<file path="config.mk">
export PLATFORM = sky130hd
export DESIGN_NAME = uart_word_rx
export DESIGN_NICKNAME = d
export VERILOG_FILES = /design/src/rtl/uart_word_pkg.sv /design/src/rtl/uart_word_rx_byte.sv /design/src/rtl/uart_word_rx.sv
export SDC_FILE = /design/constraint.sdc
export NUM_CORES = 1
export LEC_CHECK = 0
export CAP_MARGIN = 20
export CORE_ASPECT_RATIO = 1.1
export CORE_UTILIZATION = 50
export DETAILED_ROUTE_END_ITERATION = 8
export PLACE_DENSITY = 0.84
export SKIP_CTS_REPAIR_TIMING = 1
export SYNTH_ARGS = -nofsm -noshare
export SYNTH_HDL_FRONTEND = slang
export SYNTH_HIERARCHICAL = 1
export SYNTH_SLANG_ARGS = --single-unit
</file>
<file path="constraint.sdc">
create_clock -name CLK -period 2.7 [get_ports CLK]
set_clock_uncertainty 0.15 [all_clocks]
set_input_delay 0.405 -clock CLK [delete_from_list [all_inputs] [get_ports CLK]]
set_output_delay 0.405 -clock CLK [all_outputs]
set_load 0.02 [all_outputs]
</file>
<file path="src/rtl/uart_word_pkg.sv">
// Shared constants, byte-FSM state encoding and the parity helper for the
// word-reassembling UART receiver.
package uart_word_pkg;

  localparam logic [1:0] PAR_NONE = 2'd0;
  localparam logic [1:0] PAR_EVEN = 2'd1;
  localparam logic [1:0] PAR_ODD  = 2'd2;

  typedef enum logic [2:0] {
    ST_IDLE   = 3'd0,
    ST_START  = 3'd1,
    ST_DATA   = 3'd2,
    ST_PARITY = 3'd3,
    ST_STOP   = 3'd4
  } rx_state_e;

  // Parity bit a transmitter would send for this data byte.
  function automatic logic calc_parity(input logic [7:0] data, input logic [1:0] mode);
    logic p;
    p = 1'b0;
    case (mode)
      PAR_EVEN: p = ^data;
      PAR_ODD:  p = ~(^data);
      default:  p = 1'b0;
    endcase
    return p;
  endfunction

endpackage

</file>
<file path="src/rtl/uart_word_rx_byte.sv">
// Single-byte UART deserialiser: input synchroniser, start/data/parity/stop
// FSM. Result strobes are asserted in the stop-bit sample cycle.
module uart_rx_byte
  import uart_word_pkg::*;
#(
  parameter int CLKS_PER_BIT = 434,
  parameter int PARITY       = 1
) (
  input  logic       clk,
  input  logic       rst_n,
  input  logic       rx,
  output logic [7:0] byte_o,
  output logic       byte_valid_o,
  output logic       par_fail_o,
  output logic       frame_fail_o,
  output rx_state_e  state_o
);

  localparam int             CW        = $clog2(CLKS_PER_BIT);
  localparam logic [CW-1:0]  FULL_LAST = CW'(CLKS_PER_BIT - 1);
  localparam logic [CW-1:0]  HALF_LAST = CW'(CLKS_PER_BIT / 2 - 1);
  localparam logic [1:0]     PAR_MODE  = 2'(PARITY);

  logic          rx_meta_q, rx_sync_q, rx_prev_q;
  rx_state_e     state_q, state_d;
  logic [CW-1:0] cnt_q, cnt_d;
  logic [2:0]    bit_q, bit_d;
  logic [7:0]    shift_q, shift_d;
  logic          par_bit_q, par_bit_d;
  logic          fall;
  logic          tick;

  assign fall    = rx_prev_q & ~rx_sync_q;
  assign tick    = (cnt_q == FULL_LAST);
  assign byte_o  = shift_q;
  assign state_o = state_q;

  always_comb begin
    state_d      = state_q;
    cnt_d        = cnt_q;
    bit_d        = bit_q;
    shift_d      = shift_q;
    par_bit_d    = par_bit_q;
    byte_valid_o = 1'b0;
    par_fail_o   = 1'b0;
    frame_fail_o = 1'b0;
    case (state_q)
      ST_IDLE: begin
        cnt_d = '0;
        if (fall) state_d = ST_START;
      end
      ST_START: begin
        if (cnt_q == HALF_LAST) begin
          cnt_d   = '0;
          bit_d   = '0;
          // A line that is high again at mid-start-bit was only a glitch.
          state_d = rx_sync_q ? ST_IDLE : ST_DATA;
        end else begin
          cnt_d = cnt_q + CW'(1);
        end
      end
      ST_DATA: begin
        if (tick) begin
          cnt_d   = '0;
          shift_d = {rx_sync_q, shift_q[7:1]};
          bit_d   = bit_q + 3'd1;
          if (bit_q == 3'd7) state_d = (PAR_MODE != PAR_NONE) ? ST_PARITY : ST_STOP;
        end else begin
          cnt_d = cnt_q + CW'(1);
        end
      end
      ST_PARITY: begin
        if (tick) begin
          cnt_d     = '0;
          par_bit_d = rx_sync_q;
          state_d   = ST_STOP;
        end else begin
          cnt_d = cnt_q + CW'(1);
        end
      end
      ST_STOP: begin
        if (tick) begin
          cnt_d   = '0;
          state_d = ST_IDLE;
          if (rx_sync_q) begin
            byte_valid_o = 1'b1;
            par_fail_o   = (PAR_MODE != PAR_NONE) &&
                           (par_bit_q != calc_parity(shift_q, PAR_MODE));
          end else begin
            frame_fail_o = 1'b1;
          end
        end else begin
          cnt_d = cnt_q + CW'(1);
        end
      end
      default: state_d = ST_IDLE;
    endcase
  end

  always_ff @(posedge clk or negedge rst_n) begin
    if (!rst_n) begin
      rx_meta_q <= 1'b1;
      rx_sync_q <= 1'b1;
      rx_prev_q <= 1'b1;
      state_q   <= ST_IDLE;
      cnt_q     <= '0;
      bit_q     <= '0;
      shift_q   <= '0;
      par_bit_q <= 1'b0;
    end else begin
      rx_meta_q <= rx;
      rx_sync_q <= rx_meta_q;
      rx_prev_q <= rx_sync_q;
      state_q   <= state_d;
      cnt_q     <= cnt_d;
      bit_q     <= bit_d;
      shift_q   <= shift_d;
      par_bit_q <= par_bit_d;
    end
  end

endmodule

</file>
<file path="src/rtl/uart_word_rx.sv">
// UART receiver packing BYTES_PER_WORD bytes (first byte in the MSBs) into a
// word with ack handshake and overrun flag. UART_RX_TIMEOUT_EN adds a
// partial-word idle timeout.
module uart_word_rx
  import uart_word_pkg::*;
#(
  parameter int CLKS_PER_BIT   = 434,
  parameter int BYTES_PER_WORD = 4,
  parameter int PARITY         = 1,
  parameter int TIMEOUT_BITS   = 20
) (
  input  logic                        CLK,
  input  logic                        CLR,
  input  logic                        Rx,
  input  logic                        Final_Data_Ack,
  output logic [7:0]                  Data_Rx,
  output logic                        Data_Ready,
  output logic [8*BYTES_PER_WORD-1:0] Final_Data,
  output logic                        Final_Data_Ready,
  output logic                        parity_err,
  output logic                        frame_err,
  output logic                        word_drop,
  output logic                        overrun,
  output logic [2:0]                  dbg_state
);

  localparam int           W  = 8 * BYTES_PER_WORD;
  localparam int           BW = $clog2(BYTES_PER_WORD + 1);
  localparam logic [BW-1:0] LAST_CNT = BW'(BYTES_PER_WORD);

  if (CLKS_PER_BIT < 8 || BYTES_PER_WORD < 1 || BYTES_PER_WORD > 16 ||
      PARITY < 0 || PARITY > 2 || TIMEOUT_BITS < 1) begin : g_bad_param
    $error("uart_word_rx: parameter out of range");
  end

  logic [7:0] rx_byte;
  logic       byte_valid, par_fail, frame_fail;
  rx_state_e  byte_state;

  uart_rx_byte #(
    .CLKS_PER_BIT (CLKS_PER_BIT),
    .PARITY       (PARITY)
  ) u_byte (
    .clk          (CLK),
    .rst_n        (CLR),
    .rx           (Rx),
    .byte_o       (rx_byte),
    .byte_valid_o (byte_valid),
    .par_fail_o   (par_fail),
    .frame_fail_o (frame_fail),
    .state_o      (byte_state)
  );

  assign dbg_state = byte_state;

  logic [W-1:0]  word_q, word_d, word_next;
  logic [BW-1:0] cnt_q, cnt_d, cnt_inc;
  logic          pend_q, pend_d, pend_next;
  logic [W-1:0]  final_q, final_d;
  logic          fdr_q, fdr_d;
  logic          perr_q, perr_d;
  logic          ovr_q, ovr_d;
  logic [7:0]    data_rx_q, data_rx_d;
  logic          drdy_q, drdy_d;
  logic          ferr_q, ferr_d;
  logic          wdrop_q, wdrop_d;

`ifdef UART_RX_TIMEOUT_EN
  localparam int           TO_LIMIT = TIMEOUT_BITS * CLKS_PER_BIT;
  localparam int           TW       = $clog2(TO_LIMIT);
  localparam logic [TW-1:0] TO_LAST = TW'(TO_LIMIT - 1);
  logic [TW-1:0] idle_cnt_q, idle_cnt_d;
`endif

  assign cnt_inc   = cnt_q + BW'(1);
  assign word_next = (word_q << 8) | W'(rx_byte);
  assign pend_next = pend_q | par_fail;

  // Handshake: Final_Data_Ready stays high until Final_Data_Ack is sampled
  // with it high; Ack while Final_Data_Ready is low has no effect.
  always_comb begin
    word_d    = word_q;
    cnt_d     = cnt_q;
    pend_d    = pend_q;
    final_d   = final_q;
    fdr_d     = fdr_q;
    perr_d    = perr_q;
    ovr_d     = ovr_q;
    data_rx_d = data_rx_q;
    drdy_d    = byte_valid;
    ferr_d    = frame_fail;
    wdrop_d   = 1'b0;

    if (fdr_q && Final_Data_Ack) begin
      fdr_d = 1'b0;
      ovr_d = 1'b0;
    end

    if (byte_valid) begin
      data_rx_d = rx_byte;
      if (cnt_inc == LAST_CNT) begin
        word_d = '0;
        cnt_d  = '0;
        pend_d = 1'b0;
        if (!fdr_q || Final_Data_Ack) begin
          final_d = word_next;
          perr_d  = pend_next;
          fdr_d   = 1'b1;
        end else begin
          ovr_d = 1'b1;
        end
      end else begin
        word_d = word_next;
        cnt_d  = cnt_inc;
        pend_d = pend_next;
      end
    end else if (frame_fail) begin
      wdrop_d = (cnt_q != '0);
      word_d  = '0;
      cnt_d   = '0;
      pend_d  = 1'b0;
    end

`ifdef UART_RX_TIMEOUT_EN
    idle_cnt_d = '0;
    if (cnt_q != '0 && byte_state == ST_IDLE) begin
      if (idle_cnt_q == TO_LAST) begin
        wdrop_d = 1'b1;
        word_d  = '0;
        cnt_d   = '0;
        pend_d  = 1'b0;
      end else begin
        idle_cnt_d = idle_cnt_q + TW'(1);
      end
    end
`endif
  end

  always_ff @(posedge CLK or negedge CLR) begin
    if (!CLR) begin
      word_q    <= '0;
      cnt_q     <= '0;
      pend_q    <= 1'b0;
      final_q   <= '0;
      fdr_q     <= 1'b0;
      perr_q    <= 1'b0;
      ovr_q     <= 1'b0;
      data_rx_q <= '0;
      drdy_q    <= 1'b0;
      ferr_q    <= 1'b0;
      wdrop_q   <= 1'b0;
    end else begin
      word_q    <= word_d;
      cnt_q     <= cnt_d;
      pend_q    <= pend_d;
      final_q   <= final_d;
      fdr_q     <= fdr_d;
      perr_q    <= perr_d;
      ovr_q     <= ovr_d;
      data_rx_q <= data_rx_d;
      drdy_q    <= drdy_d;
      ferr_q    <= ferr_d;
      wdrop_q   <= wdrop_d;
    end
  end

`ifdef UART_RX_TIMEOUT_EN
  always_ff @(posedge CLK or negedge CLR) begin
    if (!CLR) idle_cnt_q <= '0;
    else      idle_cnt_q <= idle_cnt_d;
  end
`endif

  assign Data_Rx          = data_rx_q;
  assign Data_Ready       = drdy_q;
  assign Final_Data       = final_q;
  assign Final_Data_Ready = fdr_q;
  assign parity_err       = perr_q;
  assign frame_err        = ferr_q;
  assign word_drop        = wdrop_q;
  assign overrun          = ovr_q;

endmodule

</file>
* Yosys cells after proc, flatten, opt, wreduce, memory -nomap -nowiden
Index checks and enable logic that the tools add are counted.
W data, S select, Z words.
** Storage, ports and cells
- Output and inout port bits :: 49
- Bits in registers :: 101
- Logic and storage cells :: 101
- Bits in writable memories :: 0
- Memories :: 0
- Input bits :: 4
- Bits in read-only memories :: 0
- Bits in latches :: 0
** Operators by class
- Div/mod/pow operators :: 0
- Bitwise logic cells :: 4
- Reduce and logical (&&, ||, !) cells :: 15
- $lt $le $gt $ge :: 0
- Equal/unequal tests :: 15
- Add/sub/neg operators :: 3
- Mux-type cells :: 45
- Shift-type cells :: 0
- $mul :: 0
** Operators by type and width (number)
- $mux W24 :: 3
- $mux W3 :: 11
- $or A32 B8 Y32 :: 1
- $pmux W9 S3 :: 1
- $mux W1 :: 25
- $mux W9 :: 2
- $pmux W3 S5 :: 1
- $ne A2 B1 Y1 const B :: 6
- $add A9 B1 Y9 const B :: 1
- $eq A3 B3 Y1 const B :: 3
- $eq A9 B8 Y1 const B :: 1
- $eq A9 B9 Y1 const B :: 1
- $reduce_xor A8 Y1 :: 1
- $add A3 B1 Y3 const B :: 2
- $eq A3 B2 Y1 const B :: 2
- $pmux W3 S2 :: 1
- $reduce_and A3 Y1 :: 2
- $reduce_and A6 Y1 :: 1
- $reduce_bool A3 Y1 :: 2
- $reduce_and A2 Y1 :: 2
- $reduce_bool A2 Y1 :: 2
- $eq A3 B1 Y1 const B :: 1
- $logic_not A3 Y1 :: 1
- $reduce_or A3 Y1 :: 1
- other kinds (8) :: 8

* Depth between registers and ports, before layout
Gate-level depths: netlist of run 1.
- Depth in word-level cells :: 11
- Gate-level depth with buffers :: 10

* Cells and area by module
Netlist of run 1, hierarchy kept.
** Modules (own cells, without submodules)
- uart_word_rx :: cells each 175, times used 1, seq. area each 1851.8 um^2, area each 2919.0 um^2
- uart_rx_byte :: cells each 147, times used 1, seq. area each 679.4 um^2, area each 1442.6 um^2

* Worst setup path after synthesis of run 1
No wires, ideal clock.
- Path kind :: reg-to-reg
- From :: register u_byte.cnt_q[1]
- To :: register data_rx_q[4] (netlist: Data_Rx[4])
- Setup slack :: 0.287 ns
- Data arrival time :: 2.138 ns
- Clock period less this slack :: 2.413 ns
- Stages on the path, launching flop included :: 9
- Library setup time :: 0.125 ns
- Path through :: dfrtp_1 -> inv_1 -> ha_1 -> and4b_1 -> nand2_1 -> nor3_1 -> buf_2 -> buf_1 -> mux2_2
** On the way
- Word-level cells in the longest chain between the ends :: 3
** Ends and longest elaborated chain
- start: declaration :: line uart_word_rx_byte.sv:26 : logic [CW-1:0] cnt_q, cnt_d;
- start signal: assignment :: line uart_word_rx_byte.sv:115 : cnt_q <= cnt_d;
- $eq A9 B9 Y1 :: line uart_word_rx_byte.sv:34 : assign tick = (cnt_q == FULL_LAST);
- $mux W1 :: line uart_word_rx_byte.sv:82 : if (tick) begin
- $mux W1 :: line uart_word_rx_byte.sv:47 : case (state_q)
- via byte_valid :: line uart_word_rx.sv:37 : logic byte_valid, par_fail, frame_fail;
- end signal: assignment :: line uart_word_rx.sv:160 : data_rx_q <= data_rx_d;
- end: declaration :: line uart_word_rx.sv:63 : logic [7:0] data_rx_q, data_rx_d;
The timed path passes the listed nets, and every way through them passes these cells.
A chain may end at the register's enable or synchronous reset.

* Final worst setup path of run 1
- From :: register u_byte.cnt_q[1]
- To :: register final_q[23] (netlist: Final_Data[23])
** On the way
- Word-level cells in the longest chain between the ends :: 4
** Ends and longest elaborated chain
- $eq A9 B9 Y1 :: line uart_word_rx_byte.sv:34
- $mux W1 :: line uart_word_rx_byte.sv:82
- $mux W1 :: line uart_word_rx_byte.sv:47
- via byte_valid :: line uart_word_rx.sv:37
- $reduce_and A3 Y1 (no source line)
- end signal: assignment :: line uart_word_rx.sv:156 : final_q <= final_d;
- end: declaration :: line uart_word_rx.sv:59 : logic [W-1:0] final_q, final_d;
The timed path passes the listed nets, and every way through them passes these cells.

==> flow_summary.ini, run 1 <==
[floorplanning]
die_height_um = 100
fp.dieArea_sq_um = 9100
start_util_pct = 51.9
chipWidth_um = 91.1
coreArea_sq_um = 8410
boundaryPins = 53
core.rowCount = 35

[drt]
drt_drc_violations_left = 0
drt_iter0_markers = 111
final_antenna_net_count = 0
route.detailed.vias_per_inst = 5.51
dr_total_vias = 2735
drt-pass1-iter-count = 4
drt_wl_total_mm = 8.04
routed_wire_length_per_instance_um = 16.2

[layout]
layout-drive-gt1-share_pct = 21.3
n_antenna_cell = 0
post_layout_nonfiller_instances = 496
layout-area-overhead-vs-synth_pct = 19.1
finalCoreUtilization_pct = 61.8
finalInstanceArea_sq_um = 5190
finish.net_count = 392

[sta]
time_the_worst_path_needs_with_i_o_delays_and_setup_ps = 2480
timing.setup.tns_ps = 0
finalCritPeriodShare_pct = 92.0
finalSetupViolations = 0
setup_ws_ps = 215
final_max_slew_viol_count = 0
tightestPinTransition_ps = 554
timing.slew.headroom_pct = 63.0
hold_viol_final = 0
fmax_mhz = 402
rsz0062_at_grt = no

[grt]
track_usage_pct = 18.8
gr-total-overflow = 0
largest_net_degree_at_the_start_of_global_routing = 74
antenna_found_initial = 0
grt_first_pass_wirelength_mm = 13.3
first_global_vias = 2593

[synth]
synth.avg_cell_area_sq_um = 13.5
ys_warn_count = 6
synth_sequential_area_ratio_pct = 58.0
synth_largest_area_cell = sky130_fd_sc_hd__dfrtp_1
syn-cell-area_sq_um = 4360
syn_nets = 334
synthDominantCellAreaShare_pct = 56.2
postSynthRegisterBits = 101
syn_inst = 322
synth.distinct_cells = 52
netlist_top_cells_area = sky130_fd_sc_hd__dfrtp_1, sky130_fd_sc_hd__mux2_4, sky130_fd_sc_hd__a22o_1, sky130_fd_sc_hd__mux2_2, sky130_fd_sc_hd__nand2_1

[power_and_ir_drop]
share_seq_of_total_power_pct = 56.6
comb_power_share_pct = 11.4
power.share.switching_pct = 27.6
powerDensity_nw_per_um2 = 539
power.net_switching_w = 0.000774
power.static_leakage_nw = 2.42
internal_power_w = 0.00203
clock_share_of_power_pct = 32.0
vdd_drop_max_uv = 401

[place]
final_gp_congestion = 0.881
dp.cells = 479
dp_hpwl_mm = 5.46
preCtsSetupSlack_ps = 88.6
port_buffers = 52
post_dp_cell_area_sq_um = 4990

[critical_path]
crit_path_max_fanout = 33
worst-endpoint-required_ps = 2820
endpoint_kind = flip-flop
worstSetupPathType = flip-flop to flip-flop
setup.worst_path.start_class = flip-flop
worst_path_arrival_ps = 2600

[cts]
cts_root_buffer = sky130_fd_sc_hd__clkbuf_8
cts_tree = built
worstSkewPairLatency_ps = 370
cts_buffer_depth = 2
cts-htree-levels = 3
path_clk_slew_ps = 100
cts_sinks = 101
cts-buffers-inserted = 9

[run]
number_of_max_capacitance_violations_reported = 0

[status]
outcome = completed

[hold_path]
hp-class = flip-flop to flip-flop
-- cell type report --
type / instances / area [sq um]
clock buffers: 9 / 124
inverters: 8 / 30.0
fillers: 659 / 3210
repair buffers: 61 / 613
well taps: 111 / 139
multi-input cells: 199 / 1690
flip-flops and latches: 101 / 2530
clock inverters: 7 / 65.1
-- power by group through the flow --
stage	Combinational (W)	Clock [W]	Sequential [W]
floorplan	0.000181	0	0.00163
global placement	0.000301	0	0.00161
detailed placement	0.000317	0	0.00161
CTS	0.000321	0.000925	0.00159
global route	0.000351	0.000983	0.00159
finish	0.000319	0.000896	0.00159
-- Yosys cell counts, drive strengths merged --
| library cell | count |
|---|---|
| nand2 | 36 |
| a22oi | 3 |
| nand2b | 3 |
| a41oi | 1 |
| and4b | 2 |
| nor2b | 1 |
| ha | 8 |
| nand3 | 4 |
| xor2 | 2 |
| o2111a | 2 |
| a21boi | 1 |
| nor3b | 2 |
| o211ai | 4 |
| a22o | 27 |
| o21a | 2 |
| buf | 13 |
| a21oi | 5 |
| nand3b | 1 |
| o22ai | 2 |
| dfrtp | 98 |
| and4bb | 1 |
| o21ai | 12 |
| o31ai | 4 |
| clkbuf | 1 |
| inv | 8 |
| xnor2 | 5 |
| o21bai | 1 |
| o41ai | 1 |
| nor4b | 1 |
| nor4 | 2 |
| mux2 | 44 |
| xnor3 | 1 |
| and4 | 1 |
| or3b | 2 |
| nor3 | 4 |
| and3 | 1 |
| and2 | 2 |
| or2 | 2 |
| nor2 | 8 |
| a21o | 1 |
| dfstp | 3 |
-- registers in the layout, indices dropped and copies added (netlist names), 3 cells and up --
register	flops
Data_Rx	8
Final_Data	32
cnt_q	3
u_byte/bit_q	3
u_byte/byte_o	8
u_byte/cnt_q	9
u_byte/state_o	3
word_q	24
-- per-layer routing --
metal / wire (um) / GRT usage [%]
met5: 0 / 0
met4: 87 / 5.49
met3: 320 / 4.39
met2: 4060 / 30.9
met1: 3580 / 25.0
-- final timing paths --
check / from / endpoint / slack (ps) / depth (start not counted)
hold reg to reg: u_byte/rx_meta_q / u_byte/rx_sync_q / 220 / 0
setup reg to reg: u_byte/cnt_q[1] / Final_Data[23] / 220 / 8
setup / recovery: u_byte/cnt_q[1] / Final_Data[23] / 220 / 8
min in group asynchronous: CLR / Final_Data[29] / 350 / 2
hold / removal: u_byte/rx_meta_q / u_byte/rx_sync_q / 220 / 0
max in group asynchronous: CLR / u_byte/rx_prev_q / 1300 / 3
-- through the flow --
stage | hold slack [ps] | power [W]
global route | 222 | 0.00293
global placement | 190 | 0.00191
CTS | -209 | 0.00283
detailed placement | 200 | 0.00193
floorplan | -40.6 | 0.00181
finish | 217 | 0.00280
-- cell families (layout without fill, tap and decap cells) --
kind of cell	after synthesis	in the layout	share of synthesized area, %
AOI/OAI and AO/OA	66	66	11.6
xor gates and xnor gates	8	8	1.92
adders and majority gates	8	8	2.29
buffers and inverters	22	85	3.59
DFF	101	101	58.0
muxes	44	44	13.9
and+or+nand+nor	73	73	8.58
-- cell usage in the layout (no fill, tap or decap), types with 7 or more instances in the layout --
master / count
sky130_fd_sc_hd__a22o_1: 27
sky130_fd_sc_hd__dfrtp_1: 98
sky130_fd_sc_hd__clkbuf_8: 9
sky130_fd_sc_hd__mux2_4: 30
sky130_fd_sc_hd__inv_1: 8
sky130_fd_sc_hd__mux2_2: 13
sky130_fd_sc_hd__ha_1: 8
sky130_fd_sc_hd__buf_4: 7
sky130_fd_sc_hd__nand2_1: 36
sky130_fd_sc_hd__o21ai_0: 10
sky130_fd_sc_hd__clkdlybuf4s50_1: 51
-- worst max-delay path, cell delays in order (launching register included) --
cell and delay (ps):
sky130_fd_sc_hd__dfrtp_1 420, sky130_fd_sc_hd__inv_1 90, sky130_fd_sc_hd__ha_1 130, sky130_fd_sc_hd__and4b_1 330, sky130_fd_sc_hd__nand2_1 120, sky130_fd_sc_hd__nor3_2 240
sky130_fd_sc_hd__o2111a_2 260, sky130_fd_sc_hd__buf_12 260, sky130_fd_sc_hd__mux2_2 370
(Power assumes the default switching activity.)
==> inputs of run 2 (changes only) <==
CORE_UTILIZATION = 45   (was 50)
PLACE_DENSITY = 0.78   (was 0.84)
==> flow_summary.ini, run 2 (synthesis results as in run 1) <==
[critical_path]
critical_path.reg2reg.startpoint = u_byte/cnt_q[1]
crit_path_max_fanout = 33
endpoint_kind = flip-flop
worst-endpoint-required_ps = 2810
worst_r2r_path_depth = 8
reg2reg_to = Final_Data[23]
worstSetupPathType = flip-flop to flip-flop
setup.worst_path.start_class = flip-flop
rrSetupSlack_ps = 130
worst_path_arrival_ps = 2680

[hold_path]
hp-class = flip-flop to flip-flop
worstHoldStart = u_byte/rx_meta_q
worstHoldEndpoint = u_byte/rx_sync_q
hold_path_depth = 0

[grt]
largest_net_degree_at_the_start_of_global_routing = 38
first_global_vias = 2781
grt_first_pass_wirelength_mm = 14.2
antenna_found_initial = 0
track_usage_pct = 18.1
gr-total-overflow = 0

[layout]
layout-drive-gt1-share_pct = 21.5
final_common_cell = sky130_fd_sc_hd__dfrtp_1
multi_input_logic_area_sq_um = 1690
fillers = 786
post_layout_nonfiller_instances = 503
largest_register_ffs = 32
sequential_cell_area_sq_um = 2530
layout-area-overhead-vs-synth_pct = 19.8
finish.net_count = 393
mostFrequentLayoutCells = sky130_fd_sc_hd__dfrtp_1, sky130_fd_sc_hd__clkdlybuf4s50_1, sky130_fd_sc_hd__nand2_1
n_antenna_cell = 0
finalCoreUtilization_pct = 55.6

[cts]
worstSkewPairLatency_ps = 360
cts_tree = built
cts_root_buffer = sky130_fd_sc_hd__clkbuf_8
cts_sinks = 101
cts-htree-levels = 3
cts_buffer_depth = 2
path_clk_slew_ps = 110
cts-buffers-inserted = 9

[floorplanning]
coreArea_sq_um = 9400
chipWidth_um = 95.9
boundaryPins = 53
start_util_pct = 46.4
fp.dieArea_sq_um = 10100
core.rowCount = 37
die_height_um = 105

[sta]
fmax_mhz = 389
timing.setup.tns_ps = 0
hold_viol_final = 0
final_max_slew_viol_count = 0
rsz0062_at_grt = no
finalCritPeriodShare_pct = 95.1
time_the_worst_path_needs_with_i_o_delays_and_setup_ps = 2570
finalSetupViolations = 0
timing.slew.headroom_pct = 67.9
tightestPinTransition_ps = 481

[place]
final_gp_congestion = 0.843
port_buffers = 52
dp.cells = 485
dp_hpwl_mm = 5.57

[drt]
drt-pass1-iter-count = 4
route.detailed.vias_per_inst = 5.43
drt_drc_violations_left = 0
drt_iter0_markers = 127
routed_wire_length_per_instance_um = 16.4
drt_wl_total_mm = 8.24
final_antenna_net_count = 0
dr_total_vias = 2730

[run]
number_of_max_capacitance_violations_reported = 0

[power_and_ir_drop]
power.static_leakage_nw = 2.43
power_w = 0.00291
powerDensity_nw_per_um2 = 557
vdd_drop_max_uv = 431

[status]
outcome = completed
[run 2: cell types whose count changed in the layout (fill, tap and decap cells not counted)]
cell	delta
sky130_fd_sc_hd__inv_6	-3
sky130_fd_sc_hd__inv_8	+3
sky130_fd_sc_hd__buf_12	-1
sky130_fd_sc_hd__buf_6	+1
sky130_fd_sc_hd__buf_8	+1
sky130_fd_sc_hd__bufinv_16	+1
sky130_fd_sc_hd__clkinv_2	-1
sky130_fd_sc_hd__clkinv_8	-1
sky130_fd_sc_hd__clkinvlp_4	+1
sky130_fd_sc_hd__nor2_2	+1
sky130_fd_sc_hd__nor2_4	-1
[run 2: worst max-delay path, cell delays in order (launching register included)]
cell and delay (ps):
sky130_fd_sc_hd__dfrtp_1 420, sky130_fd_sc_hd__inv_1 90, sky130_fd_sc_hd__ha_1 130, sky130_fd_sc_hd__and4b_1 340, sky130_fd_sc_hd__nand2_1 130, sky130_fd_sc_hd__nor3_2 300
sky130_fd_sc_hd__o2111a_2 280, sky130_fd_sc_hd__buf_12 250, sky130_fd_sc_hd__mux2_2 370
[run 2: routing by layer]
| layer | routed length (um) | vias to the layer above | GRT usage, % | share of wire [%] |
|---|---|---|---|---|
| li1 | - | 1273 | - | - |
| met5 | 0 | - | 0 | 0 |
| met3 | 217 | 9 | 2.89 | 2.6 |
| met1 | 3910 | 1396 | 25.8 | 47 |
| met2 | 4020 | 52 | 28.5 | 49 |
| met4 | 97 | 0 | 5.22 | 1.2 |
[run 2: final cells by class]
| type | instances | area share (%) |
|---|---|---|
| clock buffers | 9 | 2.37 |
| repair buffers | 62 | 11.9 |
| inverters | 8 | 0.575 |
| multi-input cells | 199 | 32.3 |
| clock inverters | 7 | 1.70 |
| flip-flops and latches | 101 | 48.4 |
| well taps | 117 | 2.80 |
[run 2: power by group]
| part | switching, W | total, W | leakage [nW] | internal (W) |
|---|---|---|---|---|
| logic | 0.000181 | 0.000299 | 0.929 | 0.000119 |
| registers | 0.0000505 | 0.00160 | 1.40 | 0.00155 |
| clock network | 0.000564 | 0.00102 | 0.106 | 0.000453 |
| total | 0.000795 | 0.00291 | 2.43 | 0.00212 |
[run 2: how the worst max path moves through the flow]
stage / slack (ps) / startpoint / endpoint / cells past startpoint
final: 130 / u_byte/cnt_q[1] / Final_Data[23] / 8
after CTS: 170 / u_byte/cnt_q[1] / word_q[6] / 9
after global routing: 10 / u_byte/cnt_q[1] / Final_Data[23] / 8
after detailed placement: 190 / u_byte/cnt_q[1] / Final_Data[25] / 8
after global placement: 240 / u_byte/cnt_q[1] / Final_Data[25] / 8
after floorplan: 290 / u_byte/cnt_q[1] / Data_Rx[4] / 8
[run 2: metrics by stage]
stage / instance area [sq um] / setup slack [ps] / hold slack (ps)
floorplan: 4360 / 287 / -40.6
global placement: 4980 / 243 / 196
detailed placement: 4980 / 194 / 199
CTS: 5200 / 173 / -152
global route: 5230 / 12.8 / 215
finish: 5230 / 132 / 214
